[config.mk]
export PLATFORM = sky130hd
export DESIGN_NAME = multi_nibble_adder
export DESIGN_NICKNAME = d
export VERILOG_FILES = /design/src/rtl/multi_nibble_adder_pkg.sv /design/src/rtl/multi_nibble_adder_nibble_adder.sv /design/src/rtl/multi_nibble_adder.sv
export SDC_FILE = /design/constraint.sdc
export NUM_CORES = 1
export LEC_CHECK = 0
export CORE_MARGIN = 4
export CORE_UTILIZATION = 55
export CTS_CLUSTER_SIZE = 20
export DETAILED_ROUTE_END_ITERATION = 8
export HOLD_SLACK_MARGIN = 0.12
export PLACE_DENSITY = 0.86
export SYNTH_ARGS = -nofsm -noshare
export SYNTH_HDL_FRONTEND = slang
export SYNTH_SLANG_ARGS = --single-unit
[constraint.sdc]
create_clock -name clk -period 3.4 [get_ports clk]
set_input_delay 0.68 -clock clk [delete_from_list [all_inputs] [get_ports clk]]
set_output_delay 0.68 -clock clk [all_outputs]
set_load 0.03 [all_outputs]
[src/rtl/multi_nibble_adder_pkg.sv]
// multi_nibble_adder_pkg: shared constants, FSM states and index-width helper
package multi_nibble_adder_pkg;
    localparam int NIB_W = 4;
    typedef enum logic [1:0] {IDLE, RUN, DONE} state_t;
    function automatic int clog2(input int n);
        int r = 1;
        while ((1 << r) < n) r++;
        return r;
    endfunction
endpackage

[src/rtl/multi_nibble_adder_nibble_adder.sv]
// nibble_adder: combinational 4-bit ripple adder slice
module nibble_adder
    import multi_nibble_adder_pkg::*;
(
    input  logic [NIB_W-1:0] a,
    input  logic [NIB_W-1:0] b,
    input  logic             cin,
    output logic [NIB_W-1:0] sum,
    output logic             carry
);
    assign {carry, sum} = {1'b0, a} + {1'b0, b} + {{NIB_W{1'b0}}, cin};
endmodule

[src/rtl/multi_nibble_adder.sv]
// multi_nibble_adder: adds two NIBBLES*4-bit operands one nibble per clock
// through a single time-multiplexed nibble adder, with a start/done handshake
module multi_nibble_adder
    import multi_nibble_adder_pkg::*;
#(
    parameter int NIBBLES = 4
) (
    input  logic                       clk,
    input  logic                       rst,
    input  logic                       start,
    input  logic [NIB_W*NIBBLES-1:0]   a,
    input  logic [NIB_W*NIBBLES-1:0]   b,
    input  logic                       cin,
    output logic                       busy,
    output logic                       done,
    output logic [NIB_W*NIBBLES-1:0]   sum,
    output logic                       cout,
    output logic                       ovf
);
    localparam int IW = clog2(NIBBLES);
    state_t state, state_nx;
    logic [NIBBLES-1:0][NIB_W-1:0] opa, opb, sum_r;
    logic carry;
    logic [IW-1:0] idx;
    logic [NIB_W-1:0] ns;
    logic nc, last, accept;
    nibble_adder u_nib (
        .a     (opa[idx]),
        .b     (opb[idx]),
        .cin   (carry),
        .sum   (ns),
        .carry (nc)
    );
    assign last   = idx == IW'(NIBBLES - 1);
    assign accept = state != RUN && start;
    assign sum    = sum_r;
    always_comb begin
        state_nx = accept ? RUN : (state == RUN) ? (last ? DONE : RUN) : IDLE;
    end
    // busy/done come straight from flops so consumers see clean decodes
    always_ff @(posedge clk or posedge rst) begin
        if (rst) begin
            state <= IDLE;
            busy  <= 1'b0;
            done  <= 1'b0;
            opa   <= '0;
            opb   <= '0;
            sum_r <= '0;
            carry <= 1'b0;
            idx   <= '0;
            cout  <= 1'b0;
            ovf   <= 1'b0;
        end else begin
            state <= state_nx;
            busy  <= state_nx == RUN;
            done  <= state_nx == DONE;
            if (accept) begin
                opa   <= a;
                opb   <= b;
                carry <= cin;
                idx   <= '0;
            end else if (state == RUN) begin
                sum_r[idx] <= ns;
                carry      <= nc;
                idx        <= last ? '0 : idx + IW'(1);
                if (last) begin
                    cout <= nc;
                    ovf  <= (opa[NIBBLES-1][NIB_W-1] == opb[NIBBLES-1][NIB_W-1]) &&
                            (ns[NIB_W-1] != opa[NIBBLES-1][NIB_W-1]);
                end
            end
        end
    end
endmodule

==> results by group, run 1 <==
Outcome
  • Status: complete, no violations

Placed design
  • Placed cells: 291
  • Routability cong.: 0.765
  • Post-DP HPWL: 3430 µm
  • PortBufs: 55

Layout
  • Diodes inserted: 0
  • Fraction of layout cells with a size suffix above 1: 0.209
  • Area growth from synthesis to layout: 25.1%
  • Post-layout net count: 289
  • Finished Layout Cells: 298

Floorplan
  • # rows: 25
  • Die footprint: 6010 µm²
  • Die width: 77.5 µm
  • Initial core utilization: 0.567
  • Core Box Area: 4690 µm²
  • DIE HEIGHT: 77.5 µm
  • IO Pins: 56

Clock network
  • Clk slew on worst S/H paths: 0.09 ns
  • Hold buffer count at cts: 0
  • Clk_lat worst skew: 0.31 ns
  • CTS max path bufs: 2
  • Root Buffer: clkbuf_8
  • Clock Sink Count: 56
  • Post_cts resized: 0
  • CTS tree: yes
  • Number of H-tree levels: 2
  • Setup Fix Bufs, Post-CTS: 0
  • CTS Buf Count: 5

Drt
  • Vias: 1573
  • Post-route ant nets: 0
  • DR vias/cell: 5.28
  • Aggregate routed wire length: 4790 µm
  • Number of DRC markers in iteration 0: 112
  • First-pass DRT Iterations: 4
  • Remaining DRCs: 0
  • Routed len/inst: 16.1 µm

Job
  • Max-Cap Viols: 0

Global route
  • Largest net degree at the start of global routing: 57
  • Number of global-route vias before repair: 1657
  • Total routing resource utilization after global routing: 0.172
  • Grt total ovfl: 0
  • Antenna violations before repair: 0
  • First-pass GRT wire length: 8050 µm

Timing
  • Final period util: 0.786
  • Clock Skews: 0.00608 ns
  • Final Max Slew Viols: 0
  • Hold Vio Cnt, Final: 0
  • Worst Tran Pin Value: 0.628 ns
  • RSZ-0062 raised after global routing: false
  • Sum of negative setup slack: 0 ns
  • Fin crit period: 2.67 ns
  • Maximum clock rate: 374 MHz
  • Setup violators final: 0
  • Slew margin rel.: 0.581

Synthesis
  • Syn nets: 234
  • Compound-cell area share of the yosys netlist: 0.0555
  • Cell area after synthesis: 2660 µm²
  • Avg Inst Size Synth: 14.1 µm²
  • Sequential fraction of the synthesis area: 0.527
  • Area share of xor/xnor cells in the synthesized design: 0.00659
  • Post-synthesis mux area share: 0.246
  • Post-synthesis adder-cell area fraction: 0.0480
  • Synth Warn #: 0
  • Simple-gate share of the synthesized area: 0.0644
  • Unique cell type count in the Yosys netlist: 29
  • Largest family of logic cells by synthesized area: multiplexers
  • Synth Instances: 189
  • Synth Register Bits: 56

Worst setup path
  • CP max FO: 13
  • Critical path, cell by cell: mux4_2 -> inv_1 -> fa_1 -> fa_1 -> xor2_1 -> o21ai_0
  • CP delay by family, top: adder cells
  • Crit-path slowest cell: dfrtp_1
  • Cell mode on critical path: fa_1
  • Critical Path Sink Type: flop
  • Startpoint Class: flop
  • Crit path required time: 3.58 ns
  • Critical path buffers and inverters: 1
  • Crit Path Category: reg -> reg
  • CP arrival: 2.86 ns
  • Slowest Stage Delay on Critical Path: 0.76 ns

Pwr
  • Power per cell area: 1140 nW/µm²
  • Worst VDD drop: 0.484 mV
  • Pleak: 0.00158 µW

Min path
  • Worst Hold Class: reg -> reg
## kinds of logic after synthesis
group,Yosys count
xor gates and xnor gates,2
buffers and inverters,19
DFF,56
muxes,40
and+or+nand+nor,37
AOI/OAI and AO/OA,26
adders and majority gates,9
## area by class of cell
class                           instances  area [µm²]
Multi-Input combinational cell        114        1120
Timing Repair Buffer                   56         571
Tap cell                               54        67.6
Inverter                               11        41.3
Sequential cell                        56        1400
Clock inverter                          2        60.1
Clock buffer                            5        68.8
Fill cell                             316        1370
## registers in the layout, indices dropped and copies added, names as in the netlist
name and count:
cout 1, state 2, opa 16, ovf 1, idx 2, opb 16, sum 16, done 1
carry 1
## per-stage QoR
stage	utilization	power, µW	instance area [µm²]	hold WS, ns	setup slack (ns)
finish	0.709	3780	3330	0.483	0.727
global route	0.709	4050	3330	0.510	0.537
CTS	0.709	3810	3330	0.491	0.715
detailed placement	0.682	3290	3200	0.469	0.765
global placement	0.682	3210	3200	0.460	0.865
floorplan	-	2780	2660	0.474	1.14
## final timing paths
| kind | startpoint | to | slack (ns) | depth (start not counted) |
|---|---|---|---|---|
| min | sum[9] | sum[9] | 0.48 | 2 |
| min reg2reg | sum[9] | sum[9] | 0.48 | 2 |
| max reg2reg | idx[0] | sum[14] | 0.73 | 6 |
| min in group asynchronous | rst | opb[4] | 0.73 | 3 |
| max in group asynchronous | rst | opb[15] | 2.43 | 3 |
| max | idx[0] | sum[14] | 0.73 | 6 |
## per-layer routing
layer  track usage  vias to the layer above  wire length [µm]  part of all wire
met1         0.219                      758              2110              0.44
met4        0.0676                        0               105             0.022
li1              -                      762                 -                 -
met2         0.280                       43              2330              0.49
met3        0.0487                       10               247             0.052
met5             0                        -                 0                 0
## cells in the mapped netlist, drive strengths merged
library cell  instances  area (µm²)
ha                    7        87.6
nand2b                1        13.8
dfrtp                56        1400
mux2                 32         473
nand2                25        93.8
xnor2                 1        8.76
fa                    2        40.0
nor2                  5        18.8
o21ai                17        85.1
mux4                  8         180
nor2b                 1        13.8
nand3                 1        5.00
o211ai                1        7.51
inv                  11        41.3
nand3b                2        15.0
buf                   8         100
a21oi                 3        15.0
a211oi                1        7.51
and3                  1        6.26
o31ai                 1        7.51
a211o                 1        8.76
a21o                  1        7.51
xor2                  1        8.76
nor3                  1        5.00
a22o                  1        8.76
## placed cells by master, fill, tap and decap left out, drive strengths merged, types with 2 or more instances in the layout
cell type	Yosys	final
dfrtp	56	56
clkdlybuf4s50	0	55
mux2	32	32
nand2	25	25
o21ai	17	17
inv	11	11
mux4	8	8
ha	7	7
nor2	5	5
clkbuf	0	5
a21oi	3	3
nand3b	2	2
fa	2	2
bufinv	0	2
## power by group
part / switching [µW] / internal (µW)
Clock: 206 / 290
Combinational: 1000 / 1030
Sequential: 249 / 1000
## worst reg2reg max path, cell delays in order (launching register included)
cell and delay (ns):
dfrtp_1 0.76, mux4_2 0.37, inv_1 0.07, fa_1 0.44, fa_1 0.47, xor2_1 0.29, o21ai_0 0.15
Note: power is estimated with default switching activity, not from simulation.
==> inputs of run 2 (changes only) <==
--- a/config.mk
+++ b/config.mk
@@ -6,11 +6,11 @@
 export NUM_CORES = 1
 export LEC_CHECK = 0
 export CORE_MARGIN = 4
-export CORE_UTILIZATION = 55
+export CORE_UTILIZATION = 51
 export CTS_CLUSTER_SIZE = 20
 export DETAILED_ROUTE_END_ITERATION = 8
 export HOLD_SLACK_MARGIN = 0.12
-export PLACE_DENSITY = 0.86
+export PLACE_DENSITY = 0.81
 export SYNTH_ARGS = -nofsm -noshare
 export SYNTH_HDL_FRONTEND = slang
 export SYNTH_SLANG_ARGS = --single-unit
==> constraint.sdc (replaced) <==
create_clock -name clk -period 2.6 [get_ports clk]
set_input_delay 0.52 -clock clk [delete_from_list [all_inputs] [get_ports clk]]
set_output_delay 0.52 -clock clk [all_outputs]
set_load 0.03 [all_outputs]
==> results by group, run 2 (same netlist as run 1, synthesis figures left out) <==
Pwr
  • Worst VDD drop: 0.779 mV
  • Pleak: 0.00158 µW
  • Power per cell area: 1450 nW/µm²

Placed design
  • PortBufs: 55
  • Pre-CTS setup slack: 0.139 ns
  • Routability cong.: 0.781
  • Post-DP HPWL: 3560 µm
  • Cell Area, Placed: 3240 µm²

Drt
  • DR WL met3: 241 µm
  • Max Used Layer: met4
  • Routed len/inst: 14.7 µm
  • Met2 wire length: 2260 µm
  • Post-route ant nets: 0
  • DR vias/cell: 5.12
  • Number of DRC markers in iteration 0: 99
  • Metal-1 WL: 2120 µm
  • Remaining DRCs: 0
  • Aggregate routed wire length: 4690 µm
  • First-pass DRT Iterations: 4
  • Vias: 1632

Layout
  • Diodes inserted: 0
  • Post-layout net count: 293
  • Design area: 3340 µm²
  • Area growth from synthesis to layout: 25.4%
  • Reg area: 1400 µm²
  • Fraction of layout cells with a size suffix above 1: 0.229
  • Final core occ: 0.657
  • Most frequent cells in the layout: dfrtp_1 (56), clkdlybuf4s50_1 (55), mux2_4 (30)
  • Fillers: 399
  • Most common cell after layout, fill and taps aside: dfrtp_1
  • Multi-input gate area: 1120 µm²

Floorplan
  • Initial core utilization: 0.524
  • Die width: 80.2 µm
  • # rows: 26
  • IO Pins: 56
  • Die footprint: 6440 µm²
  • DIE HEIGHT: 80.2 µm
  • Core Box Area: 5070 µm²

Global route
  • Total routing resource utilization after global routing: 0.166
  • First-pass GRT wire length: 8180 µm
  • Grt total ovfl: 0
  • Antenna violations before repair: 0
  • Largest net degree at the start of global routing: 34
  • Number of global-route vias before repair: 1719

Clock network
  • CTS max path bufs: 2
  • Hold buffer count at cts: 0
  • Setup Fix Bufs, Post-CTS: 0
  • Clk_lat worst skew: 0.31 ns
  • Number of H-tree levels: 2
  • Clock Sink Count: 56
  • Post_cts resized: 0
  • CTS Buf Count: 5
  • Root Buffer: clkbuf_8
  • CTS tree: yes
  • Clk slew on worst S/H paths: 0.09 ns

Timing
  • RSZ-0062 raised after global routing: false
  • Final period util: 0.919
  • Final Max Slew Viols: 0
  • Slew margin rel.: 0.555
  • Fin crit period: 2.39 ns
  • Clock Skews: 0.00669 ns
  • Setup violators final: 0
  • Final setup margin: 0.210 ns
  • Worst Tran Pin Value: 0.667 ns
  • Hold Vio Cnt, Final: 0
  • Maximum clock rate: 418 MHz
  • Sum of negative setup slack: 0 ns

Worst setup path
  • Critical path, cell by cell: mux4_2 -> inv_1 -> fa_1 -> fa_1 -> xor2_2 -> o21ai_0
  • CP delay by family, top: adder cells
  • Startpoint Class: flop
  • CP max FO: 7
  • CP arrival: 2.57 ns
  • Critical path buffers and inverters: 1
  • Critical Path Sink Type: flop
  • Cell mode on critical path: fa_1
  • Crit path required time: 2.78 ns
  • Crit-path slowest cell: dfrtp_1
  • Crit Path Category: reg -> reg
  • Slowest Stage Delay on Critical Path: 0.50 ns

Outcome
  • Status: complete, no violations

Min path
  • Worst Hold Class: reg -> reg

Job
  • Max-Cap Viols: 0
[run 2: cell types whose count changed in the layout (fill, tap and decap cells not counted)]
cell,delta
clkinv_2,+2
clkbuf_8,+1
bufinv_16,-2
xor2_2,+1
buf_4,+5
xor2_1,-1
buf_12,-1
[run 2: power by group]
| group | total, µW | switching, µW | internal [µW] | leakage [µW] |
|---|---|---|---|---|
| Clock | 477 | 264 | 213 | 0.0000510 |
| Sequential | 1600 | 289 | 1320 | 0.000677 |
| Combinational | 2740 | 1350 | 1390 | 0.000855 |
| Total | 4820 | 1900 | 2920 | 0.00158 |
[run 2: worst paths after layout]
| path | startpoint | endpoint | slack [ns] | cells past startpoint |
|---|---|---|---|---|
| worst max register to register | idx[0] | sum[14] | 0.21 | 6 |
| min in group asynchronous | rst | idx[0] | 0.62 | 2 |
| max in group asynchronous | rst | opa[3] | 1.34 | 3 |
| worst max-delay path | idx[0] | sum[14] | 0.21 | 6 |
| worst min-delay path | sum[5] | sum[5] | 0.49 | 2 |
| worst min register to register | sum[5] | sum[5] | 0.49 | 2 |
[run 2: worst register-to-register path: cells and delay by family, from the launching register on]
kind	cells	cell delay, ns
muxes	1	0.37
AOI/OAI and AO/OA	1	0.13
adders and majority gates	2	0.93
buffers and inverters	1	0.05
xor gates and xnor gates	1	0.28
DFF	1	0.50
[run 2: area by class of cell]
class	count	area share
inverters	11	0.0124
repair buffers	60	0.176
clock buffers	6	0.0248
flip-flops and latches	56	0.420
multi-input cells	114	0.337
clock inverters	2	0.00300
well taps	70	0.0263
[run 2: stage by stage]
step	std cells	hold slack (ns)	total power, µW
6_report	319	0.487	4820
5_1_grt	319	0.515	5230
4_1_cts	319	0.492	4840
3_5_place_dp	311	0.471	4350
3_3_place_gp	311	0.461	4270
2_1_floorplan	189	0.474	3640
[run 2: metal layers]
layer / up-vias / GRT usage
met2: 41 / 0.268
met5: - / 0
li1: 771 / -
met4: 0 / 0.0507
met1: 812 / 0.222
met3: 8 / 0.0381
==> inputs of run 3 (changes only) <==
--- a/config.mk
+++ b/config.mk
@@ -10,6 +10,7 @@
 export CTS_CLUSTER_SIZE = 20
 export DETAILED_ROUTE_END_ITERATION = 8
 export HOLD_SLACK_MARGIN = 0.12
+export MAX_ROUTING_LAYER = met4
 export PLACE_DENSITY = 0.81
 export SYNTH_ARGS = -nofsm -noshare
 export SYNTH_HDL_FRONTEND = slang
==> results by group, run 3 (same netlist as run 1, synthesis figures left out) <==
Timing
  • Final Max Slew Viols: 0
  • Maximum clock rate: 417 MHz
  • Clock Skews: 0.00669 ns
  • Final period util: 0.922
  • Sum of negative setup slack: 0 ns
  • RSZ-0062 raised after global routing: false
  • Slew margin rel.: 0.555
  • Worst Tran Pin Value: 0.667 ns
  • Fin crit period: 2.40 ns
  • Final setup margin: 0.204 ns
  • Setup violators final: 0
  • Hold Vio Cnt, Final: 0

Worst setup path
  • RR Endpoint: sum[14]
  • Crit-path slowest cell: dfrtp_1
  • CP arrival: 2.58 ns
  • FF-to-FF Start: idx[0]
  • Critical path, cell by cell: mux4_2 -> inv_1 -> fa_1 -> fa_1 -> xor2_2 -> o21ai_0
  • Startpoint Class: flop
  • Critical Path Sink Type: flop
  • Flop-to-flop setup slack: 0.20 ns
  • Crit Path Category: reg -> reg
  • Cell mode on critical path: fa_1
  • Crit path required time: 2.78 ns
  • Worst R2R Path Depth: 6
  • Slowest Stage Delay on Critical Path: 0.49 ns
  • CP max FO: 7

Floorplan
  • Die footprint: 6440 µm²
  • Core Box Area: 5070 µm²
  • Initial core utilization: 0.524
  • IO Pins: 56
  • Die width: 80.2 µm
  • # rows: 26
  • DIE HEIGHT: 80.2 µm

Placed design
  • Cell Area, Placed: 3240 µm²
  • Routability cong.: 0.792
  • Post-DP HPWL: 3560 µm
  • PortBufs: 55
  • Pre-CTS setup slack: 0.139 ns

Clock network
  • Setup Fix Bufs, Post-CTS: 0
  • Clk slew on worst S/H paths: 0.09 ns
  • Clk_lat worst skew: 0.31 ns
  • Number of H-tree levels: 2
  • Clock Sink Count: 56
  • CTS max path bufs: 2
  • CTS tree: yes
  • CTS Buf Count: 5
  • Root Buffer: clkbuf_8

Pwr
  • Worst VDD drop: 0.781 mV
  • Pleak: 0.00158 µW
  • Power per cell area: 1450 nW/µm²

Layout
  • Area growth from synthesis to layout: 25.4%
  • Most frequent cells in the layout: dfrtp_1 (56), clkdlybuf4s50_1 (55), mux2_4 (30)
  • Design area: 3340 µm²
  • Fraction of layout cells with a size suffix above 1: 0.229
  • Diodes inserted: 0
  • Most common cell after layout, fill and taps aside: dfrtp_1
  • Final core occ: 0.657
  • Post-layout net count: 293

Drt
  • Vias: 1629
  • Routed len/inst: 14.6 µm
  • Post-route ant nets: 0
  • Number of DRC markers in iteration 0: 97
  • Remaining DRCs: 0
  • First-pass DRT Iterations: 4
  • DR vias/cell: 5.11
  • Aggregate routed wire length: 4660 µm

Global route
  • Largest net degree at the start of global routing: 34
  • Number of global-route vias before repair: 1721
  • Total routing resource utilization after global routing: 0.170
  • First-pass GRT wire length: 8180 µm
  • Antenna violations before repair: 0
  • Grt total ovfl: 0

Min path
  • Hold EP: sum[5]
  • Worst Hold Class: reg -> reg
  • HP Start: sum[5]
  • Worst Hold Depth: 2

Outcome
  • Status: complete, no violations

Job
  • Max-Cap Viols: 0
-- run 3: cell counts in the layout (fill, tap and decap cells not counted) --
No cell type changed its count.
-- run 3: worst max path at each step --
stage	from	slack (ns)	to
final	idx[0]	0.20	sum[14]
after CTS	idx[0]	0.12	sum[14]
after global placement	idx[0]	0.16	sum[2]
after floorplan	idx[0]	0.34	sum[14]
after detailed placement	idx[0]	0.14	sum[14]
after global routing	idx[0]	0.02	sum[14]
-- run 3: repair_timing --
action,4_1_cts,5_1_grt
hold buffers,0,0
setup endpoints to repair,0,4
gates resized for setup,0,1
-- run 3: through the flow --
stage,std cells,power (µW),hold WS [ns]
global placement,311,4270,0.461
detailed placement,311,4350,0.471
floorplan,189,3640,0.474
finish,319,4820,0.487
CTS,319,4840,0.492
global route,319,5230,0.515
-- run 3: final cells by class --
class / count / area [µm²]
clock buffer: 6 / 82.6
clock inverter: 2 / 10.0
fill: 399 / 1740
inverter: 11 / 41.3
multi-input combinational: 114 / 1120
sequential: 56 / 1400
tap: 70 / 87.6
timing repair buffer: 60 / 588
-- run 3: critical path: cells and delay by family (launching register included) --
| kind | cells | cell delay [ns] |
|---|---|---|
| flip-flops | 1 | 0.49 |
| multiplexers | 1 | 0.37 |
| buffers and inverters | 1 | 0.05 |
| adder cells (fa/ha/maj) | 2 | 0.93 |
| AO/OA/AOI/OAI | 1 | 0.13 |
| XOR/XNOR | 1 | 0.29 |
-- run 3: where the power goes --
group	switching, µW	total, µW	internal, µW
clock network	263	476	213
registers	287	1600	1320
logic	1350	2750	1390
total	1900	4820	2920
-- run 3: metal layers --
metal  wire length (µm)  GRT usage  vias up
met3                246     0.0381        8
li1                   -          -      771
met4                 65     0.0507        0
met1               2090      0.221      805
met2               2260      0.268       45
met5                  0          -        -
